===== src/rtl/axi_slave_pkg.sv =====
// axi_slave_pkg: shared FSM state types and AXI response codes for axi_slave_mem.
package axi_slave_pkg;
  typedef enum logic [1:0] {W_IDLE, W_DATA, W_RESP} wstate_t;
  typedef enum logic {R_IDLE, R_DATA} rstate_t;
  localparam logic [1:0] OKAY   = 2'b00;
  localparam logic [1:0] SLVERR = 2'b10;
endpackage


===== src/rtl/axi_slave_mem_array.sv =====
// axi_slave_mem_array: word storage with per-byte write enables and a registered read port.
module axi_slave_mem_array #(
  parameter int DATA_WIDTH = 16,
  parameter int ADD_WIDTH  = 8
) (
  input  logic                                            i_clk,
  input  logic                                            i_rst_n,
  input  logic                                            i_we,
  input  logic [DATA_WIDTH/8-1:0]                         i_wstrb,
  input  logic [ADD_WIDTH-$clog2(DATA_WIDTH/8)-1:0]       i_widx,
  input  logic [DATA_WIDTH-1:0]                           i_wdata,
  input  logic                                            i_re,
  input  logic [ADD_WIDTH-$clog2(DATA_WIDTH/8)-1:0]       i_ridx,
  output logic [DATA_WIDTH-1:0]                           o_rdata
);
  localparam int NB = DATA_WIDTH / 8;
  localparam int IW = ADD_WIDTH - $clog2(NB);
  logic [DATA_WIDTH-1:0] r_mem [2**IW];
  logic [DATA_WIDTH-1:0] r_rdata;
  always_ff @(posedge i_clk)
    if (i_we)
      for (int b = 0; b < NB; b++)
        if (i_wstrb[b]) r_mem[i_widx][8*b +: 8] <= i_wdata[8*b +: 8];
  // The read register samples pre-write content when both ports hit one word.
  always_ff @(posedge i_clk or negedge i_rst_n)
    if (!i_rst_n) r_rdata <= '0;
    else if (i_re) r_rdata <= r_mem[i_ridx];
  assign o_rdata = r_rdata;
endmodule


===== src/rtl/axi_slave_mem.sv =====
// axi_slave_mem: AXI INCR-burst responder over byte-enabled memory, one write and one read in flight.
module axi_slave_mem
  import axi_slave_pkg::*;
#(
  parameter int DATA_WIDTH = 16,
  parameter int ADD_WIDTH  = 8,
  parameter int ID_WIDTH   = 8
) (
  input  logic                    aclk,
  input  logic                    areset,
  input  logic [ADD_WIDTH-1:0]    awaddr,
  input  logic [3:0]              awlen,
  input  logic [2:0]              awsize,
  input  logic [ID_WIDTH-1:0]     awid,
  input  logic                    awvalid,
  output logic                    awready,
  input  logic [DATA_WIDTH-1:0]   wdata,
  input  logic [DATA_WIDTH/8-1:0] wstrb,
  input  logic                    wlast,
  input  logic [ID_WIDTH-1:0]     wid,
  input  logic                    wvalid,
  output logic                    wready,
  output logic [ID_WIDTH-1:0]     bid,
  output logic [1:0]              bresp,
  output logic                    bvalid,
  input  logic                    bready,
  input  logic [ADD_WIDTH-1:0]    araddr,
  input  logic [3:0]              arlen,
  input  logic [2:0]              arsize,
  input  logic [ID_WIDTH-1:0]     arid,
  input  logic                    arvalid,
  output logic                    arready,
  output logic [DATA_WIDTH-1:0]   rdata,
  output logic [ID_WIDTH-1:0]     rid,
  output logic [1:0]              rresp,
  output logic                    rlast,
  output logic                    rvalid,
  input  logic                    rready
);
  localparam int LB = $clog2(DATA_WIDTH / 8);
  wstate_t r_wstate, w_wnext;
  rstate_t r_rstate, w_rnext;
  logic r_live;
  logic [ADD_WIDTH-1:0] r_waddr, r_raddr, w_winc, w_rinc, w_rload_addr;
  logic [3:0] r_awlen, r_wbeat, r_arlen, r_rbeat;
  logic [2:0] r_awsize, r_arsize;
  logic [ID_WIDTH-1:0] r_awid, r_arid;
  logic r_werr, r_rerr;
  logic [1:0] r_bresp;
  logic [DATA_WIDTH-1:0] w_mem_rdata;
  logic w_aw_hs, w_w_hs, w_ar_hs, w_r_hs, w_wlast_beat, w_wid_ok, w_beat_err, w_mem_we, w_ren;
  // r_live holds the readies low until the first edge after reset release.
  always_ff @(posedge aclk or negedge areset)
    if (!areset) begin
      r_wstate <= W_IDLE;
      r_rstate <= R_IDLE;
      r_live   <= 1'b0;
    end else begin
      r_wstate <= w_wnext;
      r_rstate <= w_rnext;
      r_live   <= 1'b1;
    end
  always_comb begin
    awready = r_live && r_wstate == W_IDLE;
    wready  = r_wstate == W_DATA;
    bvalid  = r_wstate == W_RESP;
    w_wnext = r_wstate == W_IDLE ? (r_live && awvalid ? W_DATA : W_IDLE)
            : r_wstate == W_DATA ? (wvalid && r_wbeat == r_awlen ? W_RESP : W_DATA)
            : (bready ? W_IDLE : W_RESP);
  end
  always_comb begin
    arready = r_live && r_rstate == R_IDLE;
    rvalid  = r_rstate == R_DATA;
    w_rnext = r_rstate == R_IDLE ? (r_live && arvalid ? R_DATA : R_IDLE)
            : (rready && r_rbeat == r_arlen ? R_IDLE : R_DATA);
  end
  assign w_aw_hs      = awvalid && awready;
  assign w_w_hs       = wvalid && wready;
  assign w_ar_hs      = arvalid && arready;
  assign w_r_hs       = rvalid && rready;
  assign w_wlast_beat = r_wbeat == r_awlen;
  assign w_wid_ok     = wid == r_awid;
  assign w_beat_err   = !w_wid_ok || (wlast != w_wlast_beat);
  assign w_mem_we     = w_w_hs && w_wid_ok && !(r_awsize > 3'(LB));
  assign w_winc       = ADD_WIDTH'(1) << r_awsize;
  assign w_rinc       = ADD_WIDTH'(1) << r_arsize;
  assign w_ren        = w_ar_hs || (w_r_hs && !rlast);
  assign w_rload_addr = w_ar_hs ? araddr : r_raddr + w_rinc;
  always_ff @(posedge aclk or negedge areset)
    if (!areset) begin
      r_waddr  <= '0;
      r_awlen  <= '0;
      r_awsize <= '0;
      r_awid   <= '0;
      r_wbeat  <= '0;
      r_werr   <= 1'b0;
      r_bresp  <= OKAY;
    end else begin
      if (w_aw_hs) begin
        r_waddr  <= awaddr;
        r_awlen  <= awlen;
        r_awsize <= awsize;
        r_awid   <= awid;
        r_wbeat  <= '0;
        r_werr   <= awsize > 3'(LB);
      end
      if (w_w_hs) begin
        r_waddr <= r_waddr + w_winc;
        r_wbeat <= r_wbeat + 4'd1;
        r_werr  <= r_werr || w_beat_err;
        if (w_wlast_beat) r_bresp <= (r_werr || w_beat_err) ? SLVERR : OKAY;
      end
    end
  always_ff @(posedge aclk or negedge areset)
    if (!areset) begin
      r_raddr  <= '0;
      r_arlen  <= '0;
      r_arsize <= '0;
      r_arid   <= '0;
      r_rbeat  <= '0;
      r_rerr   <= 1'b0;
    end else begin
      if (w_ar_hs) begin
        r_arlen  <= arlen;
        r_arsize <= arsize;
        r_arid   <= arid;
        r_rbeat  <= '0;
        r_rerr   <= arsize > 3'(LB);
      end
      if (w_ren) r_raddr <= w_rload_addr;
      if (w_r_hs) r_rbeat <= r_rbeat + 4'd1;
    end
  assign bid   = r_awid;
  assign bresp = r_bresp;
  assign rid   = r_arid;
  assign rlast = rvalid && r_rbeat == r_arlen;
  assign rresp = (rvalid && r_rerr) ? SLVERR : OKAY;
  assign rdata = (rvalid && !r_rerr) ? w_mem_rdata : '0;
  axi_slave_mem_array #(.DATA_WIDTH(DATA_WIDTH), .ADD_WIDTH(ADD_WIDTH)) u_mem (
    .i_clk   (aclk),
    .i_rst_n (areset),
    .i_we    (w_mem_we),
    .i_wstrb (wstrb),
    .i_widx  (r_waddr[ADD_WIDTH-1:LB]),
    .i_wdata (wdata),
    .i_re    (w_ren),
    .i_ridx  (w_rload_addr[ADD_WIDTH-1:LB]),
    .o_rdata (w_mem_rdata)
  );
endmodule


===== config.mk =====
export PLATFORM = sky130hd
export DESIGN_NAME = axi_slave_mem
export DESIGN_NICKNAME = d
export VERILOG_FILES = /design/src/rtl/axi_slave_pkg.sv /design/src/rtl/axi_slave_mem_array.sv /design/src/rtl/axi_slave_mem.sv
export SDC_FILE = /design/constraint.sdc
export NUM_CORES = 2
export LEC_CHECK = 0
export ABC_AREA = 1
export BUFFER_PORTS_ARGS = -buffer_cell sky130_fd_sc_hd__buf_2
export CELL_PAD_IN_SITES_DETAIL_PLACEMENT = 1
export CELL_PAD_IN_SITES_GLOBAL_PLACEMENT = 1
export CORE_MARGIN = 8
export CORE_UTILIZATION = 32
export CTS_BUF_LIST = sky130_fd_sc_hd__clkbuf_4 sky130_fd_sc_hd__clkbuf_8 sky130_fd_sc_hd__clkbuf_16
export CTS_CLUSTER_SIZE = 12
export DETAILED_ROUTE_END_ITERATION = 10
export GPL_TIMING_DRIVEN = 0
export HOLD_SLACK_MARGIN = 0.05
export PLACE_DENSITY = 0.62
export SLEW_MARGIN = 10
export SYNTH_ARGS = -nofsm -noshare
export SYNTH_HDL_FRONTEND = slang
export SYNTH_SLANG_ARGS = --single-unit

===== constraint.sdc =====
create_clock -name aclk -period 2.4 [get_ports aclk]
set_input_delay 0.48 -clock aclk [delete_from_list [all_inputs] [get_ports aclk]]
set_output_delay 0.48 -clock aclk [all_outputs]
set_load 0.005 [all_outputs]

==> results.md <==
- Clock root cell: clkbuf_16
- GRT overflow: 0
- Area contributors post-synth: edfxtp_1 66%, nand2_1 10%, nand3_1 10%
- Syn_area_per_cell: 10.3 µm²
- R2R Path End: u_mem.o_rdata[7]
- Setup-failing EPs final: 2,063
- Post-synthesis sequential area ratio: 0.678
- Largest net degree at the start of global routing: 93
- Post-DP HPWL: 287,000 µm
- Post-Syn Area: 93,500 µm²
- Number of global-route vias before repair: 72.4k
- Fraction of layout cells with a size suffix above 1: 0.175
- Max Cap Viol: 0
- Crit Path Class: reg2reg
- Final WS setup: -1.27 ns
- Final Hold Viols: 0
- DR WL/cell: 30.0 µm
- Post-route ant nets: 0
- Drt drc: 0
- H-tree level count: 4
- # port buffers: 119
- Hold slack: 0.110 ns
- Status: complete, but fails checks
- Post-synth EDFFs: 2,048
- Combinational family with the most area after synthesis: simple AND/OR/NAND/NOR gates
- First-pass GRT wire length: 559,000 µm
- Vias/cell: 5.27
- Period utilization: 1.53
- Worst-Margin Slew: 1.26 ns
- Relative slew slack: 0.158
- Crit path max fanout: 10
- Area grow syn2layout: 23.2%
- WP data arrival: 4.46 ns
- Starting DRC count in detailed routing: 8,206
- Total GRT Usage: 0.255
- Netlist cell types: 37
- Clock buffer depth: 4
- Layout Nets: 9,729
- Reg2reg start: r_arsize[2]
- Synth cell count leaders: 2,605 x nand2_1, 2,048 x edfxtp_1, 1,862 x nand3_1
- Synth async-reset ratio: 0.0362
- Row Count: 198
- Mux contribution to synthesized area: 0
- RSZ-0062 raised after global routing: yes
- Setup TNS: -965.33 ns
- R2r worst-path depth: 17
- Area fraction of the dominant cell type after synthesis: 0.658
- Die ar.: 310,000 µm²
- Total Wirelength: 412,000 µm
- Violated checks: negative setup slack
- Yosys warns: 0
- Prevailing post-synth register cell: edfxtp_1
- Worst min path class: in2async
- Yosys top cell by area: edfxtp_1
- Clk Latency, worst-skew pair: 0.94 ns
- Pre-antenna DRT Iters: 5
- TritonCTS clock tree: built
- Core area: 291,000 µm²
- Clock-pin slew on the worst setup and hold paths: 0.06 ns
- Synth Area in XOR/XNOR: 0.00197
- Clock sinks: 2,125
- Vias: 72.3k
- Critical path capture point type: flop
- Synth Area in Simple Gates: 0.230
- Worst-case clock skew: 0.0512 ns
- Final Core Density: 0.396
- FMAX: 272 MHz
- Register bit count reported by yosys: 2,125
- Ports: 122
- Inserted Clock Buffers: 232
- Crit start category: flop
- Fin. max-slew vios: 0
- Syn Inst Count: 9,101
- Starting Density: 0.321
- Placed cell areas: 100,000 µm²
- Gpl congestion: 1.01
- R2r setup slk: -1.27 ns
- DIE HEIGHT: 557 µm
- Die width: 557 µm
- Most frequent cell after synthesis: nand2_1
- CP required: 3.19 ns
- Fin area: 115,000 µm²
- Post-synthesis adder-cell area fraction: 0.00257
- Crit path time final: 3.67 ns
- Compound-Gate Fraction of Synth Area: 0.00606
- Initial antenna violation count: 32
[logic make-up (layout without fill, tap and decap cells)]
group | Yosys count | after routing
flops | 2125 | 2125
xor+xnor | 21 | 21
buf+inv | 1901 | 2606
simple gates | 4944 | 4945
other cells | 2 | 15
compound gates | 90 | 90
fa+ha+maj | 18 | 18
[final cells by class]
| type | count | area [µm²] |
|---|---|---|
| Fill cell | 31839 | 176000 |
| Sequential cell | 2125 | 63400 |
| Multi-Input combinational cell | 5077 | 26800 |
| Clock buffer | 299 | 6330 |
| Inverter | 1383 | 5190 |
| Tap cell | 3900 | 4880 |
| Buffer | 517 | 4610 |
| Timing Repair Buffer | 295 | 2900 |
| Clock inverter | 112 | 945 |
| Antenna cell | 12 | 30.0 |
[what timing repair did]
| action | 4_1_cts | 5_1_grt |
|---|---|---|
| pin swaps | 65 | 50 |
| resized for setup | 1127 | 407 |
| hold buffers | 63 | 0 |
| cloned | 2 | 5 |
| buffers inserted | 52 | 20 |
| setup endpoints to repair | 2097 | 2095 |
| hold endpoints to repair | 496 | 0 |
[per-layer routing]
metal	share of wire	global-route usage
met1	0.39	0.329
met2	0.45	0.404
met3	0.091	0.0537
met4	0.063	0.136
met5	0.000083	0
[state kept, by name (all words and copies together) (netlist names)]
name / count
bid: 8
r_live: 1
bresp: 1
r_arlen: 4
rid: 8
r_arsize: 3
r_rerr: 1
u_mem.o_rdata: 16
r_raddr: 8
r_waddr: 8
r_wstate: 2
r_rbeat: 4
r_wbeat: 4
u_mem.r_mem: 2048
r_awlen: 4
rvalid: 1
r_werr: 1
r_awsize: 3
[critical path, cell delays in order, from the launching register on]
cell and delay, ns:
dfrtp_2 0.42, nor3_2 0.07, ha_2 0.20, fa_2 0.61
nand2_4 0.13, nand2_8 0.18, buf_16 0.20, buf_12 0.19
buf_12 0.18, nand2_1 0.07, nand3_1 0.12, nand3_1 0.17
nand3_1 0.14, nand3_1 0.18, nand3_2 0.18, nand3_4 0.15
nand3_4 0.21, nand2_1 0.08
[metrics by stage]
step | setup slack, ns | cells
after floorplan | -0.110 | 9102
after global placement | -4.12 | 13121
after detailed placement | -2.96 | 13156
after CTS | -1.26 | 13683
after global routing | -1.28 | 13712
final | -1.27 | 13720
[worst max path at each step]
stage                startpoint                 end  slack (ns)  cells after the start
CTS                 r_arsize[2]    u_mem.o_rdata[8]       -1.26                     17
floorplan           r_arsize[2]   u_mem.o_rdata[11]       -0.11                     17
finish              r_arsize[2]    u_mem.o_rdata[7]       -1.27                     17
detailed placement  r_arsize[2]    u_mem.o_rdata[5]       -2.96                     16
global route        r_arsize[2]   u_mem.o_rdata[10]       -1.28                     17
global placement     r_waddr[1]  u_mem.r_mem[53][4]       -4.12                      5
[cells in the final DEF (no fill, tap or decap), types with 15 or more instances in the layout]
master / count
nor2_1: 50
clkbuf_8: 23
nand3_1: 1520
clkbuf_16: 241
dlygate4sd3_1: 63
clkinv_2: 28
buf_4: 175
o211ai_1: 34
nor2_4: 187
nand3b_1: 129
inv_1: 1381
buf_12: 36
buf_6: 109
clkbuf_4: 124
clkbuf_2: 49
o21ai_0: 31
xnor2_1: 15
ha_1: 15
edfxtp_1: 2048
clkbuf_1: 28
buf_16: 27
nand3_2: 229
buf_8: 40
nor2_2: 67
buf_2: 192
dfrtp_1: 72
clkinv_1: 59
nand3_4: 114
nand2_1: 2594
bufinv_16: 16
Power is not shown: default switching activity piles up to over one toggle a cycle in this logic, so the estimate is an artifact.
